File: src/rtl/cp0_param.sv
// cp0_param: parametrised MIPS coprocessor-0 for the pipelined CPU (SR, Cause, EPC, BadVAddr, PRId,
//   optional Count/Compare timer) with interrupt/exception entry arbitration at the M-stage commit point.
// Latency: requestInt and cp0ReadData are combinational; register updates land on the next clk edge.
//   Reads are not bypassed, so a same-cycle mtc0 is observed one cycle later.
// Backpressure: none; every commit-point request is resolved in the cycle it is presented.
//
// Ports:
//   clk, reset           clock and asynchronous active-high reset
//   WE, cp0Addr,         mtc0 write enable, register select (read and write), write data
//   cp0WriteData
//   VPC, BadAddrIn,      commit-point PC, faulting address (ExcCode 4/5),
//   isInDelayedSlot      branch-delay-slot flag of the committing instruction
//   exceptionCode        0 = no exception, otherwise the ExcCode to record
//   HWInt                external interrupt levels, mapped to IP/IM bits [10 +: NUM_HWINT]
//   EXLClr               eret commit, clears SR.EXL
//   cp0ReadData          selected register (0 for unmapped addresses)
//   EPCData              current EPC for the eret redirect
//   requestInt           take an interrupt/exception this cycle (flush/redirect)
//
// Build option: define CP0_TIMER_EN to add Count(9)/Compare(11) and the timer interrupt on IP bit 15.
module cp0_param #(
  parameter int          NUM_HWINT  = 6,
  parameter logic [31:0] PRID_VALUE = 32'h0000_0001
) (
  input  logic                 clk,
  input  logic                 reset,
  input  logic                 WE,
  input  logic [4:0]           cp0Addr,
  input  logic [31:0]          cp0WriteData,
  input  logic [31:0]          VPC,
  input  logic [31:0]          BadAddrIn,
  input  logic                 isInDelayedSlot,
  input  logic [4:0]           exceptionCode,
  input  logic [NUM_HWINT-1:0] HWInt,
  input  logic                 EXLClr,
  output logic [31:0]          cp0ReadData,
  output logic [31:0]          EPCData,
  output logic                 requestInt
);

  // --------------------------------------------------------------------------
  // Register map
  // --------------------------------------------------------------------------
  localparam logic [4:0] ADDR_BADVADDR = 5'd8;
  localparam logic [4:0] ADDR_SR       = 5'd12;
  localparam logic [4:0] ADDR_CAUSE    = 5'd13;
  localparam logic [4:0] ADDR_EPC      = 5'd14;
  localparam logic [4:0] ADDR_PRID     = 5'd15;
`ifdef CP0_TIMER_EN
  localparam logic [4:0] ADDR_COUNT    = 5'd9;
  localparam logic [4:0] ADDR_COMPARE  = 5'd11;
`endif

  // One bit per configured external interrupt line, within the 6-bit IP/IM field.
  function automatic logic [5:0] line_mask();
    logic [5:0] m;
    m = '0;
    for (int i = 0; i < 6; i++) begin
      if (i < NUM_HWINT) m[i] = 1'b1;
    end
    return m;
  endfunction

  localparam logic [5:0] LINE_MASK = line_mask();

`ifdef CP0_TIMER_EN
  // The timer shares IP bit 15, so its mask bit must stay writable even when
  // fewer than six external lines are configured.
  localparam logic [5:0] IM_MASK = LINE_MASK | 6'b10_0000;
`else
  localparam logic [5:0] IM_MASK = LINE_MASK;
`endif

  // SR writable bits: IE[0], EXL[1], IM[15:10] (masked); everything else reads 0.
  localparam logic [31:0] SR_WMASK = {16'h0000, IM_MASK, 8'h00, 2'b11};

  // --------------------------------------------------------------------------
  // State
  // --------------------------------------------------------------------------
  logic [31:0] sr_q,        sr_d;
  logic        cause_bd_q,  cause_bd_d;
  logic [4:0]  cause_exc_q, cause_exc_d;
  logic [5:0]  cause_ip_q,  cause_ip_d;
  logic [31:0] epc_q,       epc_d;
  logic [31:0] badvaddr_q,  badvaddr_d;

  // --------------------------------------------------------------------------
  // Interrupt / exception qualification
  // --------------------------------------------------------------------------
  logic [5:0]  ip_hw;
  logic [5:0]  ip_live;
  logic        ip_timer;
  logic        sr_ie;
  logic        sr_exl;
  logic [5:0]  sr_im;
  logic        int_req;
  logic        exc_req;
  logic        wr_ok;
  logic        exc_is_addr;
  logic [31:0] epc_target;

  // Zero-extend the configured lines into the 6-bit IP field.
  always_comb begin
    ip_hw = '0;
    for (int i = 0; i < NUM_HWINT; i++) begin
      ip_hw[i] = HWInt[i];
    end
  end

  assign ip_live = {ip_hw[5] | ip_timer, ip_hw[4:0]};

  assign sr_ie  = sr_q[0];
  assign sr_exl = sr_q[1];
  assign sr_im  = sr_q[15:10];

  assign int_req = (|(ip_live & sr_im)) & sr_ie & ~sr_exl;
  assign exc_req = (exceptionCode != 5'd0) & ~sr_exl;

  // Held low while reset is asserted so the pipeline never flushes on a
  // stale exceptionCode during reset.
  assign requestInt = ~reset & (int_req | exc_req);

  // An mtc0 only lands when no entry and no eret commit is taken this cycle.
  assign wr_ok = WE & ~int_req & ~exc_req & ~EXLClr;

  assign exc_is_addr = (exceptionCode == 5'd4) || (exceptionCode == 5'd5);

  // Delay-slot instructions restart at the branch (modular 32-bit subtract).
  assign epc_target = isInDelayedSlot ? (VPC - 32'd4) : VPC;

  // --------------------------------------------------------------------------
  // Optional Count/Compare timer
  // --------------------------------------------------------------------------
`ifdef CP0_TIMER_EN
  logic [31:0] count_q,      count_d;
  logic [31:0] compare_q,    compare_d;
  logic        timer_pend_q, timer_pend_d;
  logic        timer_hit;

  assign timer_hit = (count_q == compare_q) && (compare_q != 32'd0);

  always_comb begin
    // Count runs (or loads) every cycle, independent of entry priority.
    count_d      = (WE && (cp0Addr == ADDR_COUNT)) ? cp0WriteData : count_q + 32'd1;
    compare_d    = compare_q;
    timer_pend_d = timer_pend_q | timer_hit;
    // A Compare write acknowledges the timer; the clear beats a same-edge hit.
    if (wr_ok && (cp0Addr == ADDR_COMPARE)) begin
      compare_d    = cp0WriteData;
      timer_pend_d = 1'b0;
    end
  end

  always_ff @(posedge clk or posedge reset) begin
    if (reset) begin
      count_q      <= 32'd0;
      compare_q    <= 32'd0;
      timer_pend_q <= 1'b0;
    end else begin
      count_q      <= count_d;
      compare_q    <= compare_d;
      timer_pend_q <= timer_pend_d;
    end
  end

  assign ip_timer = timer_pend_q;
`else
  assign ip_timer = 1'b0;
`endif

  // --------------------------------------------------------------------------
  // Next-state: interrupt > exception > eret > mtc0
  // --------------------------------------------------------------------------
  always_comb begin
    sr_d        = sr_q;
    cause_bd_d  = cause_bd_q;
    cause_exc_d = cause_exc_q;
    epc_d       = epc_q;
    badvaddr_d  = badvaddr_q;
    // IP is a free-running sample of the live request lines.
    cause_ip_d  = ip_live;

    if (int_req) begin
      sr_d[1]     = 1'b1;
      cause_bd_d  = isInDelayedSlot;
      cause_exc_d = 5'd0;
      epc_d       = epc_target;
    end else if (exc_req) begin
      sr_d[1]     = 1'b1;
      cause_bd_d  = isInDelayedSlot;
      cause_exc_d = exceptionCode;
      epc_d       = epc_target;
      if (exc_is_addr) begin
        badvaddr_d = BadAddrIn;
      end
    end else if (EXLClr) begin
      sr_d[1] = 1'b0;
    end else if (wr_ok) begin
      case (cp0Addr)
        ADDR_SR:  sr_d  = cp0WriteData & SR_WMASK;
        ADDR_EPC: epc_d = {cp0WriteData[31:2], 2'b00};
        default:  ;  // Cause, BadVAddr, PRId, timer and unmapped: no CP0 state here
      endcase
    end
  end

  always_ff @(posedge clk or posedge reset) begin
    if (reset) begin
      sr_q        <= 32'd0;
      cause_bd_q  <= 1'b0;
      cause_exc_q <= 5'd0;
      cause_ip_q  <= 6'd0;
      epc_q       <= 32'd0;
      badvaddr_q  <= 32'd0;
    end else begin
      sr_q        <= sr_d;
      cause_bd_q  <= cause_bd_d;
      cause_exc_q <= cause_exc_d;
      cause_ip_q  <= cause_ip_d;
      epc_q       <= epc_d;
      badvaddr_q  <= badvaddr_d;
    end
  end

  // --------------------------------------------------------------------------
  // Read path (purely combinational, no write bypass)
  // --------------------------------------------------------------------------
  always_comb begin
    cp0ReadData = 32'd0;
    case (cp0Addr)
      ADDR_BADVADDR: cp0ReadData = badvaddr_q;
      ADDR_SR:       cp0ReadData = sr_q;
      ADDR_CAUSE:    cp0ReadData = {cause_bd_q, 15'd0, cause_ip_q, 3'd0, cause_exc_q, 2'd0};
      ADDR_EPC:      cp0ReadData = epc_q;
      ADDR_PRID:     cp0ReadData = PRID_VALUE;
`ifdef CP0_TIMER_EN
      ADDR_COUNT:    cp0ReadData = count_q;
      ADDR_COMPARE:  cp0ReadData = compare_q;
`endif
      default:       cp0ReadData = 32'd0;
    endcase
  end

  assign EPCData = epc_q;

endmodule

File: config.mk
export PLATFORM = sky130hd
export DESIGN_NAME = cp0_param
export DESIGN_NICKNAME = d
export VERILOG_FILES = /design/src/rtl/cp0_param.sv
export SDC_FILE = /design/constraint.sdc
export NUM_CORES = 1
export LEC_CHECK = 0
export ABC_CLOCK_PERIOD_IN_PS = 6610
export CORE_UTILIZATION = 48
export CTS_CLUSTER_DIAMETER = 60
export DETAILED_ROUTE_END_ITERATION = 8
export PLACE_DENSITY = 0.9
export SLEW_MARGIN = 20
export SYNTH_ARGS = -nofsm -noshare
export SYNTH_HDL_FRONTEND = slang
export SYNTH_SLANG_ARGS = --single-unit
File: constraint.sdc
create_clock -name clk -period 6.61 [get_ports clk]
set_input_delay 1.322 -clock clk [delete_from_list [all_inputs] [get_ports clk]]
set_output_delay 1.322 -clock clk [all_outputs]
set_load 0.1 [all_outputs]
==> metrics.yaml, run 1 <==
run_status:
  status: "finished, final reports clean"
logic_synthesis:
  syn_avg_cell_area_sq_um: 10.8
  synth_edf_count: 0
  ys.flop_type: "dfrtp_1"
  async_flop_share_pct: 100
  ys_seq_area_share_pct: 45.7
  synth_top_area_share_pct: 45.7
  synth.cell_area_sq_um: 4600
  synth_top_area_cell: "dfrtp_1"
  synth_cells: 428
  synth_area_leaders: "dfrtp_1 (46%), mux2_2 (10%), xnor2_1 (4.4%), a22o_1 (3.4%), a211oi_1 (2.9%)"
  synth_warnings: 0
  synth_cell_types: 47
  ys_seq_elements: 84
  synth_nets: 546
power:
  intPower_uw: 1370
  p_seq_share_pct: 31.6
  p_leak_uw: 0.00268
  power.net_switching_uw: 1470
  peakVddDrop_mv: 0.340
  clockPowerShare_pct: 13.7
  comb_power_share_pct: 54.7
  p_sw_share_pct: 51.8
  pwr_density_cell_nw_per_um2: 429
placement:
  dp_slack_ns: 1.40
  place.gp.congestion: 0.856
  place_hpwl_mm: 10.2
  portBuffers: 181
sta:
  finalHoldViolations: 0
  fin_skew_ns: 0.0152
  worst_pin_slew_ns: 1.01
  setup_violations: 0
  tns_ns: 0
  timing.fmax_ghz: 0.191
  finalWorstSetupSlack_ns: 1.38
  slew_headroom_pct: 32.7
  rsz0062_at_grt: "false"
  timing.final.max_slew_violations: 0
  fin_crit_sh_pct: 79.2
  period_needed_ns: 5.23
cts:
  cts.sinks: 84
  clk-insertion-delay-late_ns: 0.36
  holdBufCountCts: 0
  cts_setup_buffers: 0
  cts_tree: "built"
  path_clk_slew_ns: 0.08
  cts_buffers: 9
  htreeDepth: 3
  root_buffer: "clkbuf_8"
  clock_path_buffers: 2
  cts_resized: 0
worst_hold_path:
  worst_hold_path_type: "flip-flop to flip-flop"
floorplanning:
  rows: 35
  coreArea_sq_um: 9280
  io_pins: 182
  initial_core_util_pct: 49.6
  die_w_um: 99.9
  die_h_um: 99.9
  dieArea_sq_um: 9990
drt:
  vias: 4082
  met2_length_mm: 6.88
  drtAntennaViolNets: 0
  drc: 0
  drt_iter0_drc: 158
  dr_wl_met3_mm: 1.01
  wl_met1_mm: 5.59
  drt_pre_antenna_iters: 5
  viasPerCell: 5.55
  wl_mm: 13.7
  wire_per_inst_um: 18.7
  highest_layer: "met4"
grt:
  grt_start_max_net_pins: 85
  grt_overflow: 0
  grt_pass1_vias: 4049
  antenna_found_initial: 0
  gr-usage-all-layers_pct: 27.5
  grt_pass1_wl_mm: 21.0
worst_setup_path:
  critPathKind: "primary input to output port"
  crit_arrival_ns: 3.91
  cp.required_ns: 5.29
  cp_cell_sequence: "clkdlybuf4s50_1 -> a22oi_1 -> a311oi_2 -> nor2_2 -> nor2_1 -> clkdlybuf4s50_1"
  crit_buf_inv: 2
  path_common_cell: "clkdlybuf4s50_1"
  crit_slowest_cell: "clkdlybuf4s50_1"
  slowest_delay_ns: 1.14
  endpoint_kind: "output port"
  critPathLaunchType: "primary input"
  crit_family: "buffers and inverters"
  worstPathMaxFanout: 7
cells_and_area:
  antenna-diode-count: 0
  ff_latch_area_sq_um: 2100
  area_growth_pct: 43.7
  multi_input_area_sq_um: 2310
  fin_nets: 719
  drive_gt1_share_pct: 20.6
  nFillCells: 684
flow_run:
  drv_cap: 0
## placed cells by master, fill, tap and decap left out, types with 2 or more instances in the layout
cell             Yosys  routed
a211oi_1            18      18
a21oi_1             24      24
a222oi_1             7       7
a22o_1              18      18
a22oi_1             16      16
a31oi_1             10      10
buf_4                1      39
clkbuf_8             1       9
clkdlybuf4s50_1      0     149
clkinv_2             0       2
dfrtp_1             84      84
inv_1               11      10
inv_6                0       5
mux2_2              42      42
mux2i_1              7       7
nand2_1             33      33
nand2b_1             4       4
nand3_1              2       2
nand3b_1             4       4
nand4_1              2       2
nor2_1              28      26
nor2_2               0       2
nor2b_1             16      16
nor3_1               5       5
nor3_2               7       7
nor4_1               3       2
nor4_2               3       4
nor4_4               2       2
nor4b_2              2       3
o21ai_0              6       6
or3_1                6       6
xnor2_1             23      23
xor2_1               3       3
## layout make-up
class	instances	share of cell area, %
Timing Repair Buffer	189	27.1
Multi-Input combinational cell	306	34.9
Clock inverter	7	1.19
Sequential cell	84	31.8
Tap cell	129	2.44
Inverter	11	0.643
Clock buffer	9	1.87
## through the flow
stage | total power, uW | hold slack, ns | utilization, % | area (sq um) | std cells
after floorplan | 2040 | 0.439 | - | 4600 | 428
final | 2840 | 0.476 | 71.3 | 6620 | 735
after detailed placement | 2460 | 0.458 | 69.0 | 6410 | 719
after global routing | 2960 | 0.515 | 71.3 | 6620 | 735
after CTS | 2850 | 0.477 | 71.2 | 6610 | 735
after global placement | 2420 | 0.460 | 69.0 | 6410 | 719
## per-layer routing
metal  vias up  GRT usage (%)
met3        16           7.45
met2       169           47.1
li1       1920              -
met5         -              0
met4         0           8.82
met1      1977           33.9
## logic make-up after synthesis
kind of cell / after synthesis / synth area share (%)
AOI/OAI and AO/OA: 102 / 15.8
xor gates and xnor gates: 26 / 4.95
adders and majority gates: 1 / 0.272
buffers and inverters: 38 / 4.62
DFF: 84 / 45.7
muxes: 49 / 11.8
and+or+nand+nor: 128 / 16.9
## synthesized netlist by cell type (2+ instances only)
| cell type | number |
|---|---|
| dfrtp_1 | 84 |
| mux2_2 | 42 |
| nand2_1 | 33 |
| nor2_1 | 28 |
| a21oi_1 | 24 |
| xnor2_1 | 23 |
| a211oi_1 | 18 |
| a22o_1 | 18 |
| a22oi_1 | 16 |
| nor2b_1 | 16 |
| clkbuf_1 | 12 |
| inv_1 | 11 |
| a31oi_1 | 10 |
| buf_2 | 8 |
| a222oi_1 | 7 |
| mux2i_1 | 7 |
| nor3_2 | 7 |
| o21ai_0 | 6 |
| or3_1 | 6 |
| nor3_1 | 5 |
| buf_6 | 4 |
| nand2b_1 | 4 |
| nand3b_1 | 4 |
| nor4_1 | 3 |
| nor4_2 | 3 |
| xor2_1 | 3 |
| nand3_1 | 2 |
| nand4_1 | 2 |
| nor3b_1 | 2 |
| nor4_4 | 2 |
| nor4b_2 | 2 |
## power groups by stage
stage / Clock (uW) / Combinational [uW] / Sequential (uW)
2_1_floorplan: 0 / 482 / 1550
3_3_place_gp: 0 / 1530 / 892
3_5_place_dp: 0 / 1550 / 905
4_1_cts: 396 / 1560 / 897
5_1_grt: 420 / 1610 / 927
6_report: 389 / 1550 / 898
## final timing paths
path / endpoint / cells past startpoint / slack (ns) / startpoint
worst min-delay path: cause_bd_q / 2 / 0.48 / cause_bd_q
worst min register to register: cause_bd_q / 2 / 0.48 / cause_bd_q
max in group asynchronous: badvaddr_q[21] / 3 / 4.54 / reset
min in group asynchronous: badvaddr_q[5] / 3 / 1.50 / reset
worst max-delay path: requestInt / 6 / 1.38 / HWInt[1]
worst max register to register: sr_q[11] / 6 / 4.24 / sr_q[12]
## state kept, by name, indices dropped and copies added, names as in the netlist
name	flops
EPCData	32
badvaddr_q	32
cause_bd_q	1
cause_exc_q	5
cause_ip_q	6
sr_q	8
## worst reg2reg max path: stages (launching register included)
cell,delay (ns)
dfrtp_1,0.42
a22oi_1,0.28
a311oi_2,0.26
nor2_2,0.19
buf_4,0.28
and4b_1,0.44
mux2_2,0.38
Note: power is estimated with default switching activity, not from simulation.
==> run 2: changes to the inputs <==
--- a/config.mk
+++ b/config.mk
@@ -5,11 +5,11 @@
 export SDC_FILE = /design/constraint.sdc
 export NUM_CORES = 1
 export LEC_CHECK = 0
-export ABC_CLOCK_PERIOD_IN_PS = 6610
-export CORE_UTILIZATION = 48
+export ABC_CLOCK_PERIOD_IN_PS = 5100
+export CORE_UTILIZATION = 44
 export CTS_CLUSTER_DIAMETER = 60
 export DETAILED_ROUTE_END_ITERATION = 8
-export PLACE_DENSITY = 0.9
+export PLACE_DENSITY = 0.84
 export SLEW_MARGIN = 20
 export SYNTH_ARGS = -nofsm -noshare
 export SYNTH_HDL_FRONTEND = slang
==> constraint.sdc (replaced) <==
create_clock -name clk -period 5.1 [get_ports clk]
set_input_delay 1.02 -clock clk [delete_from_list [all_inputs] [get_ports clk]]
set_output_delay 1.02 -clock clk [all_outputs]
set_load 0.1 [all_outputs]
==> run 2 against run 1 <==
Clock power grew 13%; core utilization down 3.6 points; combinational power grew 31%; via count increased by 2.9%; power grew 28%; global-route usage is 2.1 points lower; critical path depth grew 1; sequential power grew 29%; clock skew decreased by 0.0045 ns; die area grew 8.9%; clock-buffer cell count unchanged; critical endpoint is now cp0ReadData[1]; largest cell class unchanged.
==> metrics.yaml, run 2 (same netlist as run 1, synthesis figures left out) <==
sta:
  finalHoldViolations: 0
  fin_skew_ns: 0.0108
  slew_headroom_pct: 30.7
  rsz0062_at_grt: "false"
  timing.final.max_slew_violations: 0
  tns_ns: 0
  worst_pin_slew_ns: 1.04
  period_needed_ns: 3.93
  whs_ns: 0.514
  setup_violations: 0
  fin_crit_sh_pct: 77.2
  finalWorstSetupSlack_ns: 1.17
  timing.fmax_ghz: 0.254
cells_and_area:
  layout_common_cells: "clkdlybuf4s50_1 (148), dfrtp_1 (84), mux2_2 (42), nand2_1 (33)"
  final_common_cell: "clkdlybuf4s50_1"
  drive_gt1_share_pct: 20.5
  area_growth_pct: 46.3
  final_core_util_pct: 67.7
  fin_nets: 718
  finalInstanceArea_sq_um: 6740
  antenna-diode-count: 0
floorplanning:
  initial_core_util_pct: 46.3
  rows: 36
  dieArea_sq_um: 10900
  die_w_um: 104
  die_h_um: 104
  io_pins: 182
  coreArea_sq_um: 9950
grt:
  grt_pass1_wl_mm: 22.0
  grt_overflow: 0
  antenna_found_initial: 0
  gr-usage-all-layers_pct: 25.4
  grt_start_max_net_pins: 53
  grt_pass1_vias: 4226
worst_setup_path:
  crit_arrival_ns: 2.91
  endpoint_kind: "output port"
  cp.required_ns: 4.08
  cp_cell_sequence: "clkdlybuf4s50_1 -> nand3b_1 -> nor2_2 -> buf_4 -> a222oi_1 -> inv_1 -> buf_4"
  crit_family: "buffers and inverters"
  slowest_delay_ns: 0.50
  critPathKind: "primary input to output port"
  path_common_cell: "buf_4"
  worstPathMaxFanout: 32
  critPathLaunchType: "primary input"
  crit_buf_inv: 4
  crit_slowest_cell: "clkdlybuf4s50_1"
cts:
  root_buffer: "clkbuf_8"
  clk-insertion-delay-late_ns: 0.34
  cts_setup_buffers: 0
  htreeDepth: 3
  cts_tree: "built"
  cts_resized: 0
  clock_path_buffers: 2
  cts.sinks: 84
  holdBufCountCts: 0
  cts_buffers: 9
  path_clk_slew_ns: 0.09
placement:
  placed_area_sq_um: 6570
  place.gp.congestion: 0.906
  dp_slack_ns: 1.17
  place_hpwl_mm: 9.95
  portBuffers: 181
drt:
  drtAntennaViolNets: 0
  drt_pre_antenna_iters: 5
  drc: 0
  wl_mm: 13.7
  wire_per_inst_um: 18.6
  dr_wl_met3_mm: 1.13
  met2_length_mm: 6.64
  highest_layer: "met4"
  wl_met1_mm: 5.72
  drt_iter0_drc: 272
  vias: 4199
  viasPerCell: 5.69
power:
  peakVddDrop_mv: 0.466
  p_leak_uw: 0.00269
  pwr_density_cell_nw_per_um2: 539
worst_hold_path:
  worst_hold_path_type: "flip-flop to flip-flop"
run_status:
  status: "finished, final reports clean"
flow_run:
  drv_cap: 0
run 2: cell count changes in the layout (fill, tap and decap cells not counted), sizes merged:
cell / delta
clkdlybuf4s50: -1
clkinv: +2
inv: -2
bufinv: -1
clkinvlp: +1
run 2: worst register-to-register path: stages, from the launching register on:
cell and delay, ns:
dfrtp_1 0.41, a22oi_1 0.29, a311oi_2 0.25, nor2_1 0.20, buf_4 0.29, and4b_1 0.45, mux2_2 0.38
run 2: layout make-up:
class / count / area, sq um
clock inverters: 7 / 48.8
fillers: 752 / 3220
inverters: 11 / 42.5
flip-flops and latches: 84 / 2100
clock buffers: 9 / 124
repair buffers: 188 / 1940
well taps: 133 / 166
multi-input cells: 306 / 2310
run 2: worst paths after layout:
path	start	end	slack [ns]	cells past startpoint
max	cp0Addr[2]	cp0ReadData[1]	1.17	7
min	badvaddr_q[14]	badvaddr_q[14]	0.51	1
max reg2reg	sr_q[12]	sr_q[13]	2.73	6
min reg2reg	badvaddr_q[14]	badvaddr_q[14]	0.51	1
max in group asynchronous	reset	EPCData[0]	2.92	3
min in group asynchronous	reset	badvaddr_q[5]	1.22	2
run 2: routing by layer:
metal	global-route usage, %	vias up
met5	0	-
met4	7.14	0
met3	5.76	21
met2	42.9	212
met1	32.5	2047
li1	-	1919
run 2: power breakdown:
part	total [uW]	leakage [uW]	internal, uW	switching (uW)
sequential	1160	0.000997	954	209
clock	440	0.0000902	180	260
combinational	2030	0.00161	603	1430
run 2: per-stage QoR:
stage	cells	total power [uW]
after floorplan	428	2640
after global placement	722	3160
after detailed placement	722	3210
after CTS	738	3650
after global routing	738	3790
final	738	3630
